<file path="src/rtl/mips_btb.sv">
// Direct-mapped branch target buffer with 2-bit saturating counters for the 5-stage MIPS fetch path.
// Optional statistics counters are built when the BTB_STATS_EN macro is defined.
module mips_btb #(
    parameter int ENTRIES  = 16,
    parameter int PC_WIDTH = 32
) (
    input  logic                ClockIn,
    input  logic                Reset,
    input  logic                IF_Valid,
    input  logic [PC_WIDTH-1:0] IF_PC,
    output logic                IF_PredTaken,
    output logic [PC_WIDTH-1:0] IF_PredTarget,
    input  logic                Upd_Valid,
    input  logic [PC_WIDTH-1:0] Upd_PC,
    input  logic                Upd_IsJump,
    input  logic                Upd_Taken,
    input  logic [PC_WIDTH-1:0] Upd_Target,
    input  logic                Upd_PredTaken,
    input  logic [PC_WIDTH-1:0] Upd_PredTarget,
    output logic                Upd_Mispredict,
    input  logic                Flush
`ifdef BTB_STATS_EN
    ,
    output logic [31:0]         Stat_Lookups,
    output logic [31:0]         Stat_Hits,
    output logic [31:0]         Stat_Mispredicts
`endif
);

    localparam int IDX_W = $clog2(ENTRIES);
    localparam int TAG_W = PC_WIDTH - IDX_W - 2;
    localparam logic [PC_WIDTH-1:0] PC_STEP = PC_WIDTH'(3'd4);

    // Saturating 2-bit counter step; jumps are pinned to strongly taken.
    function automatic logic [1:0] ctr_step(input logic [1:0] ctr, input logic taken,
                                            input logic is_jump);
        logic [1:0] nxt;
        if (is_jump) begin
            nxt = 2'd3;
        end else if (taken) begin
            nxt = (ctr == 2'd3) ? 2'd3 : ctr + 2'd1;
        end else begin
            nxt = (ctr == 2'd0) ? 2'd0 : ctr - 2'd1;
        end
        return nxt;
    endfunction

    logic [ENTRIES-1:0]  valid_r;
    logic [1:0]          ctr_r    [ENTRIES];
    logic [TAG_W-1:0]    tag_r    [ENTRIES];
    logic [PC_WIDTH-1:0] target_r [ENTRIES];
    logic                jump_r   [ENTRIES];

    logic [IDX_W-1:0]    lk_idx_s;
    logic [TAG_W-1:0]    lk_tag_s;
    logic                lk_hit_s;
    logic                lk_taken_s;
    logic [IDX_W-1:0]    upd_idx_s;
    logic [TAG_W-1:0]    upd_tag_s;
    logic                upd_hit_s;
    logic                upd_we_s;
    logic [1:0]          upd_ctr_s;

    // Fetch-side lookup: purely combinational, reads pre-update contents.
    always_comb begin
        lk_idx_s   = IF_PC[IDX_W+1:2];
        lk_tag_s   = IF_PC[PC_WIDTH-1:IDX_W+2];
        lk_hit_s   = valid_r[lk_idx_s] && (tag_r[lk_idx_s] == lk_tag_s);
        lk_taken_s = lk_hit_s && (jump_r[lk_idx_s] || ctr_r[lk_idx_s][1]);
        if (lk_taken_s) begin
            IF_PredTarget = target_r[lk_idx_s];
        end else begin
            IF_PredTarget = IF_PC + PC_STEP;
        end
        IF_PredTaken = lk_taken_s;
    end

    // Resolution side: mispredict flag and the write decision for the table.
    always_comb begin
        upd_idx_s      = Upd_PC[IDX_W+1:2];
        upd_tag_s      = Upd_PC[PC_WIDTH-1:IDX_W+2];
        upd_hit_s      = valid_r[upd_idx_s] && (tag_r[upd_idx_s] == upd_tag_s);
        Upd_Mispredict = Upd_Valid && ((Upd_Taken != Upd_PredTaken) ||
                                       (Upd_Taken && (Upd_Target != Upd_PredTarget)));
        // A miss only allocates on a taken outcome; a flush suppresses any write.
        upd_we_s       = Upd_Valid && !Flush && (upd_hit_s || Upd_Taken);
        if (upd_hit_s) begin
            upd_ctr_s = ctr_step(ctr_r[upd_idx_s], Upd_Taken, Upd_IsJump);
        end else if (Upd_IsJump) begin
            upd_ctr_s = 2'd3;
        end else begin
            upd_ctr_s = 2'd2;
        end
    end

    // Valid bits and counters: cleared asynchronously so a reset invalidates at once.
    always_ff @(posedge ClockIn or negedge Reset) begin
        if (!Reset) begin
            valid_r <= '0;
            for (int i = 0; i < ENTRIES; i++) begin
                ctr_r[i] <= 2'd0;
            end
        end else if (Flush) begin
            valid_r <= '0;
        end else if (upd_we_s) begin
            valid_r[upd_idx_s] <= 1'b1;
            ctr_r[upd_idx_s]   <= upd_ctr_s;
        end
    end

    // Payload fields need no reset; they are only observed behind a valid bit.
    always_ff @(posedge ClockIn) begin
        if (upd_we_s) begin
            tag_r[upd_idx_s]  <= upd_tag_s;
            jump_r[upd_idx_s] <= Upd_IsJump;
            if (Upd_Taken) begin
                target_r[upd_idx_s] <= Upd_Target;
            end
        end
    end

`ifdef BTB_STATS_EN
    logic [31:0] stat_lookups_r;
    logic [31:0] stat_hits_r;
    logic [31:0] stat_mispredicts_r;

    // Saturating performance counters; untouched by Flush.
    always_ff @(posedge ClockIn or negedge Reset) begin
        if (!Reset) begin
            stat_lookups_r     <= 32'd0;
            stat_hits_r        <= 32'd0;
            stat_mispredicts_r <= 32'd0;
        end else begin
            if (IF_Valid && (stat_lookups_r != 32'hFFFF_FFFF)) begin
                stat_lookups_r <= stat_lookups_r + 32'd1;
            end
            if (IF_Valid && lk_hit_s && (stat_hits_r != 32'hFFFF_FFFF)) begin
                stat_hits_r <= stat_hits_r + 32'd1;
            end
            if (Upd_Mispredict && (stat_mispredicts_r != 32'hFFFF_FFFF)) begin
                stat_mispredicts_r <= stat_mispredicts_r + 32'd1;
            end
        end
    end

    assign Stat_Lookups     = stat_lookups_r;
    assign Stat_Hits        = stat_hits_r;
    assign Stat_Mispredicts = stat_mispredicts_r;

    logic unused_s;
    assign unused_s = ^{IF_PC[1:0], Upd_PC[1:0]};
`else
    logic unused_s;
    assign unused_s = ^{IF_Valid, IF_PC[1:0], Upd_PC[1:0]};
`endif

endmodule

</file>
<file path="config.mk">
export PLATFORM = sky130hd
export DESIGN_NAME = mips_btb
export DESIGN_NICKNAME = d
export VERILOG_FILES = /design/src/rtl/mips_btb.sv
export SDC_FILE = /design/constraint.sdc
export NUM_CORES = 1
export LEC_CHECK = 0
export ABC_CLOCK_PERIOD_IN_PS = 8700
export CORE_MARGIN = 5
export CORE_UTILIZATION = 64
export CTS_CLUSTER_DIAMETER = 200
export DETAILED_ROUTE_END_ITERATION = 8
export DONT_BUFFER_PORTS = 1
export PLACE_DENSITY_LB_ADDON = 0.12
export SYNTH_ARGS = -nofsm -noshare
export SYNTH_HDL_FRONTEND = slang
export SYNTH_SLANG_ARGS = --single-unit
export TNS_END_PERCENT = 10
</file>
<file path="constraint.sdc">
create_clock -name ClockIn -period 8.7 [get_ports ClockIn]
set_clock_uncertainty 0.2 [all_clocks]
set_input_delay 0.435 -clock ClockIn [delete_from_list [all_inputs] [get_ports ClockIn]]
set_output_delay 0.435 -clock ClockIn [all_outputs]
set_load 0.01 [all_outputs]
</file>
=== Word-level counts from Yosys, hierarchy flattened ===
Memory sizes are Yosys's and may differ from the RTL's.
Index checks and enable logic that the tools add are counted.

* Memories kept: 3
* Bits in read-only memories: 0
* Bits of input ports: 136
* Bits in writable memories: 944
* Word-level logic and storage cells: 83
* Output and inout bits: 34
* Register bits: 48
* Bits in latches: 0

* $mul: 0
* Reduce and logical (&&, ||, !) cells: 16
* Shift-type cells: 0
* Mux-type cells: 29
* Bitwise gates (word level): 4
* Equality and inequality tests: 5
* Add/sub/neg operators: 3
* Magnitude comparators: 6
* Div/mod/pow operators: 0

{| class="wikitable"
|+ Memory list
! memory !! depth !! width !! read ports !! clocked after Yosys merged registers in !! write ports !! line !! source
|-
| target_r || 16 || 32 || 1 || 0 || 1 || 51 || <nowiki>logic [PC_WIDTH-1:0] target_r [ENTRIES];</nowiki>
|-
| tag_r || 16 || 26 || 2 || 0 || 1 || 50 || <nowiki>logic [TAG_W-1:0] tag_r [ENTRIES];</nowiki>
|-
| jump_r || 16 || 1 || 1 || 0 || 1 || 52 || <nowiki>logic jump_r [ENTRIES];</nowiki>
|}

{| class="wikitable"
|+ Operators by type and width
! operator !! number
|-
| 26-bit equality test || 2
|-
| 32-bit by 3-bit adder with 32-bit output (second input constant) || 1
|-
| 32-bit bitwise mux || 1
|-
| 16-bit 2-to-1 mux || 2
|-
| 32-bit 2-to-1 mux || 1
|-
| 32-bit inequality test || 1
|-
| 2-bit 2-to-1 mux || 10
|-
| 2-bit binary-select mux with 4-bit select || 2
|-
| 16-bit bitwise OR || 1
|-
| 5-bit greater-or-equal comparator (second input constant) || 2
|-
| 4-bit by 5-bit < comparator with 1-bit output (second input constant) || 2
|-
| 4-bit NOT with 5-bit output || 2
|-
| 1-bit logical AND || 9
|-
| 1-bit 2-to-1 mux || 9
|-
| 1-bit binary-select mux with 4-bit select || 2
|-
| 2-bit demux with 4-bit select || 1
|-
| 5-bit by 1-bit < comparator with 1-bit output (second input constant) || 1
|-
| 1-bit demux with 4-bit select || 1
|-
| 4-bit by 1-bit greater-or-equal comparator with 1-bit output (second input constant) || 1
|-
| 1-bit logical OR || 3
|-
| 2-bit by 1-bit adder with 2-bit output (second input constant) || 1
|-
| 2-bit equality test (second input constant) || 1
|-
| 2-bit logical NOT || 1
|-
| 2-bit AND reduction || 1
|-
| other kinds (5) || 5
|}

=== Logic depth before layout (Yosys ltp) ===
* Depth in word-level cells: 10
* Depth in mapped cells: 14

=== Worst setup path before layout ===
No wires, ideal clock.

* Kind: input -> register
* Start point: in Upd_PC[2]
* End point: mem jump_r[13], enable pin
* Stages on the path: 12
* Path slack: 3337 ps
* Arrival: 4718 ps
* Path buffers: 4
* Library setup time: 445 ps
* Data required time: 8055 ps
* Cells stage by stage: buf_6 > buf_8 > buf_2 > mux4_2 > a221oi_1 > nor2_1 > a211oi_1 > nand4_1 > o41ai_1 > buf_2 > nand2_1 > nor3_1

* Cells in the longest elaborated chain, start to end: 7
* Elaborated cells on any way between the ends: 9
* Classes of those cells: eq/ne: 1; mux: 4; reduce/logical: 3; memory: 1

{| class="wikitable"
|+ RTL lines
! element !! line !! source
|-
| start: declaration || 14 || <nowiki>input logic [PC_WIDTH-1:0] Upd_PC,</nowiki>
|-
| memory 16 x 26 bit or 1-bit binary-select mux with 4-bit select (tied branches) || - ||
|-
| 26-bit equality test or 1-bit 2-to-1 mux (tied branches) || 82 || <nowiki>upd_hit_s = valid_r[upd_idx_s] && (tag_r[upd_idx_s] == upd_tag_s);</nowiki>
|-
| 1-bit logical AND || 82 ||
|-
| 1-bit logical OR || 86 || <nowiki>upd_we_s = Upd_Valid && !Flush && (upd_hit_s || Upd_Taken);</nowiki>
|-
| 1-bit logical AND || 86 ||
|-
| 1-bit 2-to-1 mux || 113 || <nowiki>if (upd_we_s) begin</nowiki>
|-
| 1-bit 2-to-1 mux (not written as such) || 115 || <nowiki>jump_r[upd_idx_s] <= Upd_IsJump;</nowiki>
|-
| end: declaration || 52 ||
|}

Parallel ways exist; a longest one is shown, timed or not. The select of a mux whose other input is x is not followed.

==> impl.org <==
** Outcome
- Run status :: completed

** Timing
- The final count of hold timing violations is 0.
- In this run the tightest slew margin relative to its limit is 19.1%.
- Setup repair after global routing missed its margin :: no
- Period utilization :: 58.0%
- Total setup violations reported at the end of the flow :: 0
- Setup total negative slack on the finished layout was measured at 0 ps.
- Max Clock Freq :: 198 MHz
- Min cycle time layout :: 5050 ps
- Pins Over Slew Limit :: 0
- Least-Margin Pin Slew :: 1200 ps

** Power
- Maximum vdd ir drop :: 0.169 mV
- In this run the static leakage power is 15.7 nW.
- Pwr dens :: 208 nW/um^2
- Overall Power :: 0.0100 W

** GRT
- The number of antenna violations at the first check in global routing was 2.
- First-pass GRT wire length :: 166000 um
- Across every metal layer, demand over resource in global routing totals 31.3%.
- The number of global-route vias before repair is 24100.
- Total overflow reported by the global router :: 0
- Entering global routing, the biggest net connects 243 pins.

** Floorplanning
- Floorplan row count :: 95
- From bottom edge to top edge, the die measures 271 um.
- 170 I/O pins were placed.
- The region available for standard cell placement spans 67400 um^2.
- The floorplan step set the die width to 271 um.
- Initial core utilization :: 64.7%
- The die covers 73500 um^2.

** Yosys
- Synthesis warning total :: 0
- Area contributors post-synth :: edfxtp_1 65%, mux4_2 18%, mux2i_1 3.0%
- Cell type with the largest total area after synthesis :: edfxtp_1
- Each instance of the synthesized netlist takes up on average 19.6 um^2.
- Net Count, Synth :: 2366
- Counting flops with a built-in enable in the synthesized netlist gives 944.
- Leading post-synthesis cells by instance count :: 944 x edfxtp_1, 345 x mux4_2, 129 x mux2i_1
- Of the post-synthesis cell area, the dominant cell type holds 65.0%.
- Number of unique standard cell types used by synthesis :: 60
- In this run the cell area of the synthesized design comes to 43600 um^2.
- In the synthesized netlist, the number of instances is 2229.
- Fraction of the yosys area taken by sequential cells :: 67.7%
- Primary flip-flop cell chosen by synthesis mapping :: edfxtp_1
- In the post-synthesis netlist, the cell with the most instances is edfxtp_1.
- After synthesis the netlist holds a flip-flop and latch count of 992.
- In the synthesized netlist the async set-or-reset flop fraction comes to 4.84%.

** Layout
- At the end of the flow, the number of nets in the layout was 2435.
- Synth-to-Final Area Change :: 10.7%
- Cells with a size suffix above 1 make up 26.3% of the layout.
- Final-layout fill cell count :: 3953

** Route
- The final route contains 23800 vias.
- Number of nets still failing antenna checks after routing :: 0
- Drt wl/cell :: 35.3 um
- Summed over all layers, the routed wires come to 115000 um.
- For this run, the detailed router's first-pass iteration total came to 6.
- Vias per cell :: 7.32
- In the routed design, unresolved DRC markers number 0.
- DR iter-0 viols :: 3345

** Critical path
- Buf/Inv on CP :: 3
- The worst setup path is launched from a flip-flop.
- Critical-path maximum fanout :: 20
- For the worst setup path, the data arrival time is 5130 ps.
- Crit path required time :: 8790 ps
- Slowest library cell on the worst path :: a2111oi_0
- Register-to-register setup slack :: 3650 ps
- Largest delay contributor family on the critical path :: compound AO/OA/AOI/OAI gates
- The worst register-to-register path ends at tag_r[6][23].
- The critical path in this run is classified as flip-flop to flip-flop.
- The startpoint identified for the worst register-to-register timing path is tag_r[7][25].
- CP endpoint kind :: flip-flop
- Reg2Reg Depth :: 11
- Crit path largest cell delay :: 880 ps
- Sequence of cells on the critical path :: mux2i_1 > a22o_1 > a2111oi_0 > and4_1 > nand4_1 > a22o_1 > o41ai_2 > buf_4 > nand4_1 > inv_1 > buf_4

** Placed design
- Detailed placement HPWL :: 61300 um
- During placement, the flow inserted port buffers numbering 0.
- Gp weighted congestion :: 0.852

** Clocking
- The longest clock path from root to sink contains 3 buffers.
- At the later pin of the worst-skew pair, clock insertion delay measures 660 ps.
- Sinks on the clock net :: 992
- TritonCTS built the clock tree.
- CTS H-tree depth :: 3
- After clock tree synthesis, the clock-pin slew on the worst setup and hold paths is 60 ps.
- Postcts setup bufs :: 0
- Root buffer selected by CTS :: clkbuf_16
- In this run, CTS created clock tree buffers numbering 97.

** Hold path
- In this run the most critical hold path is launched from Upd_PC[4].
- End of the worst hold path :: valid_r[8]
- The worst hold path belongs to the class primary input to flip-flop.
- Along the worst hold path, the cell count comes to 3.

** Flow run
- Number of maximum-capacitance constraint violations :: 0
-- how the worst max path moves through the flow --
stage                        from           endpoint  slack, ps  depth (start not counted)
finish               tag_r[7][25]       tag_r[6][23]       3650                         11
global route         tag_r[6][25]       tag_r[6][20]       3580                         11
CTS                 tag_r[12][24]  IF_PredTarget[11]       3770                          8
detailed placement      Upd_PC[5]       tag_r[6][23]       3590                         11
global placement        Upd_PC[5]       tag_r[6][23]       3610                         11
floorplan               Upd_PC[2]         jump_r[13]       3340                         12
-- registers in the layout, indices dropped and copies added, names as in the netlist --
| signal | count |
|---|---|
| jump_r | 16 |
| ctr_r | 32 |
| valid_r | 16 |
| tag_r | 416 |
| target_r | 512 |
-- stage by stage --
| step | utilization [%] | setup slack [ps] | area (um^2) | hold WS [ps] | cells |
|---|---|---|---|---|---|
| floorplan | - | 3340 | 43600 | -60.6 | 2229 |
| global placement | 66.1 | 3610 | 44500 | -59.1 | 3008 |
| CTS | 71.6 | 3770 | 48300 | 7.49 | 3254 |
| finish | 71.7 | 3650 | 48300 | 62.9 | 3257 |
| detailed placement | 66.1 | 3590 | 44500 | -59.1 | 3008 |
| global route | 71.6 | 3580 | 48300 | 70.3 | 3254 |
-- cells in the final DEF (no fill, tap or decap), types with 14 or more instances in the layout --
cell type / instances
a211oi_1: 19
a21oi_1: 42
a22oi_1: 40
and2_1: 16
buf_4: 39
clkbuf_1: 19
clkbuf_16: 98
clkinv_1: 16
clkinv_2: 27
dfrtp_1: 48
dlygate4sd3_1: 63
edfxtp_1: 944
inv_1: 43
mux2_2: 67
mux2i_1: 129
mux4_2: 345
nand2_1: 42
nand3_1: 23
nand4_1: 29
nor2_1: 25
nor2_4: 16
nor4_1: 14
o211ai_1: 16
o21ai_0: 16
xnor2_1: 62
xor2_1: 54
-- timing repair --
item	4_1_cts	5_1_grt
hold buffers	64	0
endpoints found under the hold margin	1027	0
gates resized for setup	0	0
-- area by class of cell --
class | count | area (um^2) | area share (%)
clock buffer | 119 | 2550 | 5.28
multi-input combinational | 1060 | 13400 | 27.8
inverter | 44 | 165 | 0.342
antenna | 3 | 7.51 | 0.0155
timing repair buffer | 103 | 951 | 1.97
tap | 873 | 1090 | 2.26
clock inverter | 63 | 563 | 1.17
sequential | 992 | 29500 | 61.2
-- metal layers --
metal | GRT usage [%] | vias to the layer above | share of wire [%]
li1 | - | 9465 | -
met1 | 46.0 | 12600 | 38
met2 | 47.5 | 1567 | 47
met3 | 8.64 | 187 | 13
met4 | 8.45 | 0 | 2.7
met5 | 0 | - | 0
-- power breakdown --
part | internal, W | total, W | switching [W] | leakage [nW]
logic | 0.000307 | 0.000600 | 0.000293 | 5.00
clock network | 0.00233 | 0.00412 | 0.00179 | 1.53
registers | 0.00528 | 0.00531 | 0.0000286 | 9.13
-- worst reg2reg max path: stages, from the launching register on --
cell and delay, ps:
edfxtp_1 350, mux2i_1 100, a22o_1 250, a2111oi_0 880, and4_1 320, nand4_1 110, a22o_1 320, o41ai_2 470
buf_4 340, nand4_1 240, inv_1 550, buf_4 520
-- cell families (layout without fill, tap and decap cells) --
family | count (synthesis) | count (layout) | share of synthesized area, %
AO/OA/AOI/OAI | 182 | 182 | 2.84
XOR/XNOR | 116 | 116 | 2.33
adder cells (fa/ha/maj) | 3 | 3 | 0.0746
buffers and inverters | 177 | 329 | 1.86
flip-flops | 992 | 992 | 67.7
multiplexers | 545 | 545 | 22.6
other | 0 | 3 | 0
AND/OR/NAND/NOR | 214 | 214 | 2.56
Power figures use the tool's default switching activity.
